[src/rtl/tlb_translation.sv]
// MIPS32 virtual-to-physical translation: fixed kseg0/kseg1 mapping plus an
// N-entry fully associative 4 KB-page TLB with a CP0-side write/read/probe port.
module tlb_translation #(
    parameter int TLB_ENTRIES = 16,
    parameter int ASID_WIDTH  = 8,
    parameter int IDX_W       = $clog2(TLB_ENTRIES),
    parameter int ENTRY_W     = 70 + ASID_WIDTH
) (
    input  logic                  clk,
    input  logic                  resetn,
    input  logic                  req_valid,
    input  logic [31:0]           req_vaddr,
    input  logic                  req_store,
    input  logic [ASID_WIDTH-1:0] cur_asid,
    input  logic                  flush,
    output logic                  resp_valid,
    output logic [31:0]           resp_paddr,
    output logic                  resp_uncached,
    output logic                  resp_refill,
    output logic                  resp_invalid,
    output logic                  resp_modified,
    input  logic                  tlb_we,
    input  logic [IDX_W-1:0]      tlb_windex,
    input  logic [ENTRY_W-1:0]    tlb_wentry,
    input  logic                  tlbr_en,
    input  logic [IDX_W-1:0]      tlbr_index,
    output logic [ENTRY_W-1:0]    tlbr_entry,
    input  logic                  tlbp_en,
    input  logic [18:0]           tlbp_vpn2,
    input  logic [ASID_WIDTH-1:0] tlbp_asid,
    output logic                  tlbp_done,
    output logic                  tlbp_hit,
    output logic [IDX_W-1:0]      tlbp_index
);

    localparam int V1_BIT   = 0;
    localparam int D1_BIT   = 1;
    localparam int C1_LSB   = 2;
    localparam int PFN1_LSB = 5;
    localparam int V0_BIT   = 25;
    localparam int D0_BIT   = 26;
    localparam int C0_LSB   = 27;
    localparam int PFN0_LSB = 30;
    localparam int G_BIT    = 50;
    localparam int ASID_LSB = 51;
    localparam int VPN_LSB  = 51 + ASID_WIDTH;

    logic [ENTRY_W-1:0] tlb [TLB_ENTRIES];

    function automatic logic entry_match(input logic [ENTRY_W-1:0] e,
                                         input logic [18:0] vpn2,
                                         input logic [ASID_WIDTH-1:0] asid);
        return (e[VPN_LSB +: 19] == vpn2) &&
               (e[G_BIT] || (e[ASID_LSB +: ASID_WIDTH] == asid));
    endfunction

    // Descending scan so the lowest matching index is the one left standing.
    logic             lk_hit;
    logic [IDX_W-1:0] lk_idx;
    logic             pr_hit;
    logic [IDX_W-1:0] pr_idx;

    always_comb begin
        lk_hit = 1'b0;
        lk_idx = '0;
        pr_hit = 1'b0;
        pr_idx = '0;
        for (int i = TLB_ENTRIES - 1; i >= 0; i--) begin
            if (entry_match(tlb[i], req_vaddr[31:13], cur_asid)) begin
                lk_hit = 1'b1;
                lk_idx = IDX_W'(i);
            end
            if (entry_match(tlb[i], tlbp_vpn2, tlbp_asid)) begin
                pr_hit = 1'b1;
                pr_idx = IDX_W'(i);
            end
        end
    end

    logic [ENTRY_W-1:0] lk_entry;
    logic [19:0]        sel_pfn;
    logic [2:0]         sel_c;
    logic               sel_d;
    logic               sel_v;
    logic               unmapped;
    logic [31:0]        paddr_p0;
    logic               uncached_p0;
    logic               refill_p0;
    logic               invalid_p0;
    logic               modified_p0;

    always_comb begin
        lk_entry = tlb[lk_idx];
        sel_pfn  = req_vaddr[12] ? lk_entry[PFN1_LSB +: 20] : lk_entry[PFN0_LSB +: 20];
        sel_c    = req_vaddr[12] ? lk_entry[C1_LSB +: 3]    : lk_entry[C0_LSB +: 3];
        sel_d    = req_vaddr[12] ? lk_entry[D1_BIT]         : lk_entry[D0_BIT];
        sel_v    = req_vaddr[12] ? lk_entry[V1_BIT]         : lk_entry[V0_BIT];
        unmapped = (req_vaddr[31:30] == 2'b10);

        paddr_p0    = '0;
        uncached_p0 = 1'b0;
        refill_p0   = 1'b0;
        invalid_p0  = 1'b0;
        modified_p0 = 1'b0;
        if (unmapped) begin
            paddr_p0    = {3'b000, req_vaddr[28:0]};
            uncached_p0 = req_vaddr[29];
        end else if (!lk_hit) begin
            refill_p0 = 1'b1;
        end else begin
            paddr_p0    = {sel_pfn, req_vaddr[11:0]};
            uncached_p0 = (sel_c == 3'd2);
            invalid_p0  = !sel_v;
            modified_p0 = sel_v && req_store && !sel_d;
        end
    end

    // Stage p0 -> p1: registered lookup response, probe result and read data
    always_ff @(posedge clk) begin
        if (!resetn) begin
            resp_valid    <= 1'b0;
            resp_paddr    <= '0;
            resp_uncached <= 1'b0;
            resp_refill   <= 1'b0;
            resp_invalid  <= 1'b0;
            resp_modified <= 1'b0;
            tlbr_entry    <= '0;
            tlbp_done     <= 1'b0;
            tlbp_hit      <= 1'b0;
            tlbp_index    <= '0;
        end else begin
            resp_valid <= req_valid && !flush;
            if (req_valid && !flush) begin
                resp_paddr    <= paddr_p0;
                resp_uncached <= uncached_p0;
                resp_refill   <= refill_p0;
                resp_invalid  <= invalid_p0;
                resp_modified <= modified_p0;
            end
            tlbp_done <= tlbp_en;
            if (tlbp_en) begin
                tlbp_hit   <= pr_hit;
                tlbp_index <= pr_idx;
            end
            if (tlbr_en) begin
                tlbr_entry <= tlb[tlbr_index];
            end
        end
    end

    always_ff @(posedge clk) begin
        if (!resetn) begin
            for (int i = 0; i < TLB_ENTRIES; i++) begin
                tlb[i] <= '0;
            end
        end else if (tlb_we) begin
            tlb[tlb_windex] <= tlb_wentry;
        end
    end

endmodule

[config.mk]
export PLATFORM = sky130hd
export DESIGN_NAME = tlb_translation
export DESIGN_NICKNAME = d
export VERILOG_FILES = /design/src/rtl/tlb_translation.sv
export SDC_FILE = /design/constraint.sdc
export NUM_CORES = 2
export LEC_CHECK = 0
export ABC_CLOCK_PERIOD_IN_PS = 9400
export CORE_ASPECT_RATIO = 0.9
export CORE_MARGIN = 3
export CORE_UTILIZATION = 33
export DETAILED_ROUTE_END_ITERATION = 12
export DONT_BUFFER_PORTS = 1
export PLACE_DENSITY = 0.53
export SYNTH_ARGS = -nofsm -noshare
export SYNTH_HDL_FRONTEND = slang
export SYNTH_SLANG_ARGS = --single-unit
[constraint.sdc]
create_clock -name clk -period 9.4 [get_ports clk]
set_clock_uncertainty 0.05 [all_clocks]
set_input_delay 0.94 -clock clk [delete_from_list [all_inputs] [get_ports clk]]
set_output_delay 0.94 -clock clk [all_outputs]
set_load 0.1 [all_outputs]
==> flow_summary.json <==
{
  "status": "complete, but fails checks",
  "violations": "max-slew violations",
  "netlist_instances": 5940,
  "cts_num_sinks": 1369,
  "reg2reg_to": "resp_paddr[19]$_SDFFE_PN0P_",
  "fin_nets": 5844,
  "antenna_found_initial": 24,
  "port_buffers": 0,
  "synth_nets": 6101,
  "hp-class": "input pin to flop",
  "hold_viol": 0,
  "register_area_um2": 39900,
  "crit_fanout": 51,
  "synthTopCellsByCount": "1258 x and2_1, 1248 x edfxtp_1, 711 x xor2_1, 435 x mux4_2, 371 x clkbuf_1",
  "r2r-start": "tlb[11][69]$_SDFFCE_PN0P_",
  "timing.critical_path.to_type": "flop",
  "yosysMostFrequentCell": "and2_1",
  "drt_wl_total_um": 306000,
  "post-dp-hpwl_um": 190000,
  "clock_path_buffers": 3,
  "slew_violations": 87,
  "avgSynthCellArea_um2": 13.0,
  "min_period_over_period_pct": 67.9,
  "viasPerCell": 5.81,
  "gp_congestion": 0.951,
  "startpoint_type": "flop",
  "via_count": 51500,
  "tightest_slew_ns": 1.61,
  "yosys.area.top_type_share_pct": 48.7,
  "relSlewSlack_pct": -7.61,
  "crit_end": "resp_paddr[19]$_SDFFE_PN0P_",
  "cts-root-buf": "clkbuf_16",
  "pin_count": 282,
  "synthToLayoutAreaGrowth_pct": 10.6,
  "rows": 167,
  "path_clk_slew_ns": 0.06,
  "netlist-cell-type-count": 78,
  "drc_errors": 0,
  "dieArea_um2": 239000,
  "cts_setup_buffers": 0,
  "synth_warnings": 0,
  "grt_start_max_net_pins": 313,
  "numCtsBuffers": 164,
  "initial_utilization_pct": 33.3,
  "cp.required_ns": 10.03,
  "holdBufCountCts": 0,
  "multi_input_area_um2": 35200,
  "synth_seq_cells": 1369,
  "min-delay-start": "tlbp_en",
  "first_global_vias": 50500,
  "insertion_delay_ns": 0.83,
  "core_um2": 231000,
  "synth_edf_count": 1248,
  "synth_area_leader_cell": "edfxtp_1",
  "arrival_ns": 7.01,
  "synth-seq-area-share_pct": 51.8,
  "ant_nets": 0,
  "hold_path_depth": 1,
  "cts_htree_levels": 4,
  "fillers": 21900,
  "hold_slack_ns": 0.186,
  "die_w_um": 515,
  "async_flop_share_pct": 0,
  "synthTopCellsByArea": "edfxtp_1 49%, mux4_2 13%, and2_1 10%",
  "p_leak_nw": 28.8,
  "ff2ff_setup_slack_ns": 3.02,
  "ir_drop_mv": 0.186,
  "synth_ff_type": "edfxtp_1",
  "grt-ovfl-total": 0,
  "wire_per_inst_um": 34.5,
  "cellPowerDensity_nw_per_um2": 182,
  "fp.dieH_um": 464,
  "total_power_w": 0.0155,
  "drt_first_iter_violations": 6936,
  "worstSetupPathType": "flop to flop",
  "grt_pass1_wl_um": 423000,
  "track_usage_pct": 25.1,
  "startpoint": "tlb[11][69]$_SDFFCE_PN0P_",
  "syn_area_um2": 77000,
  "drive_above_1_share_pct": 15.4,
  "max_freq_mhz": 157,
  "final-setup-viol-count": 0,
  "rr_worst_depth": 14,
  "post_cts_resized": 0,
  "period_minus_slack_ns": 6.38,
  "rsz0062_at_grt": "no",
  "finalCoreUtilization_pct": 36.9,
  "tritoncts": "done",
  "tns_ns": 0,
  "max_cap_viol_count": 0,
  "dr.pass1.iters": 6
}
## per-stage QoR
stage | std cells | setup WS, ns | cell area [µm²]
5_1_grt | 8864 | 2.80 | 85200
3_5_place_dp | 8559 | 2.75 | 79700
2_1_floorplan | 5940 | 1.51 | 77000
4_1_cts | 8861 | 3.18 | 85200
3_3_place_gp | 8559 | 2.79 | 79700
6_report | 8872 | 3.02 | 85200
## cells in the final DEF, fill, tap and decap left out, drive strengths merged, types with 12 or more instances in the layout
| cell | n |
|---|---|
| nor4b | 20 |
| nand4 | 66 |
| clkbuf | 216 |
| a211oi | 18 |
| mux4 | 435 |
| xor2 | 711 |
| o21ai | 60 |
| xnor2 | 153 |
| o41ai | 18 |
| nand3 | 39 |
| dfxtp | 121 |
| nand2 | 286 |
| a21boi | 16 |
| a31oi | 40 |
| mux2 | 45 |
| mux2i | 191 |
| o221ai | 16 |
| buf | 102 |
| nor4 | 190 |
| nor2b | 97 |
| nor3 | 41 |
| nor2 | 72 |
| a21oi | 98 |
| edfxtp | 1248 |
| bufinv | 14 |
| and2 | 1259 |
| o211a | 12 |
| inv | 14 |
| clkinv | 64 |
| o211ai | 22 |
| a22oi | 30 |
## how the worst min path moves through the flow
stage / end / slack [ns]
global placement: resp_paddr[12]$_SDFFE_PN0P_ / 0.42
global route: tlbp_done$_SDFF_PN0_ / 0.15
floorplan: tlbp_index[0]$_SDFFE_PN0P_ / 0.57
detailed placement: resp_invalid$_SDFFE_PN0P_ / 0.43
finish: tlbp_done$_SDFF_PN0_ / 0.19
CTS: tlbp_done$_SDFF_PN0_ / 0.12
## where the power goes
part | switching [W] | leakage [nW] | internal, W
registers | 0.000607 | 12.9 | 0.00701
clock network | 0.00280 | 2.66 | 0.00374
logic | 0.000705 | 13.3 | 0.000653
total | 0.00411 | 28.8 | 0.0114
## critical path, stage by stage, from the launching register on
cell      delay (ns)
edfxtp_1        0.47
xor2_1          0.20
nor4_1          0.46
nand4_1         0.33
nor3_2          0.49
a211oi_2        0.11
o31ai_2         0.70
a21o_4          0.62
buf_4           0.66
buf_4           0.71
mux4_2          0.58
nand2_1         0.08
o211ai_1        0.11
o41ai_2         0.38
a31oi_1         0.12
## flip-flops by register name (all words and copies together), names as in the netlist
name           flops
resp_valid         1
resp_refill        1
resp_paddr        32
tlbr_entry        78
resp_modified      1
resp_invalid       1
tlbp_index         4
tlbp_done          1
resp_uncached      1
tlbp_hit           1
tlb             1248
## logic make-up after synthesis
| logic type | share of synthesized area (%) |
|---|---|
| buf+inv | 3.00 |
| mux | 15.9 |
| compound gates | 3.45 |
| xor+xnor | 9.83 |
| simple gates | 16.1 |
| flops | 51.8 |
## cell type report
type / instances / area share (%)
Clock inverter: 86 / 1.22
Tap cell: 3042 / 4.47
Timing Repair Buffer: 102 / 0.913
Clock buffer: 216 / 5.19
Inverter: 10 / 0.0441
Sequential cell: 1369 / 46.8
Multi-Input combinational cell: 4036 / 41.3
Antenna cell: 11 / 0.0323
## layer usage
layer / track usage (%) / vias to the layer above / routed length, µm
li1: - / 21200 / -
met1: 35.0 / 26900 / 128000
met2: 37.9 / 3020 / 136000
met3: 6.55 / 467 / 32300
met4: 7.97 / 8 / 10100
met5: 0 / - / 51
Power figures use the tool's default switching activity.
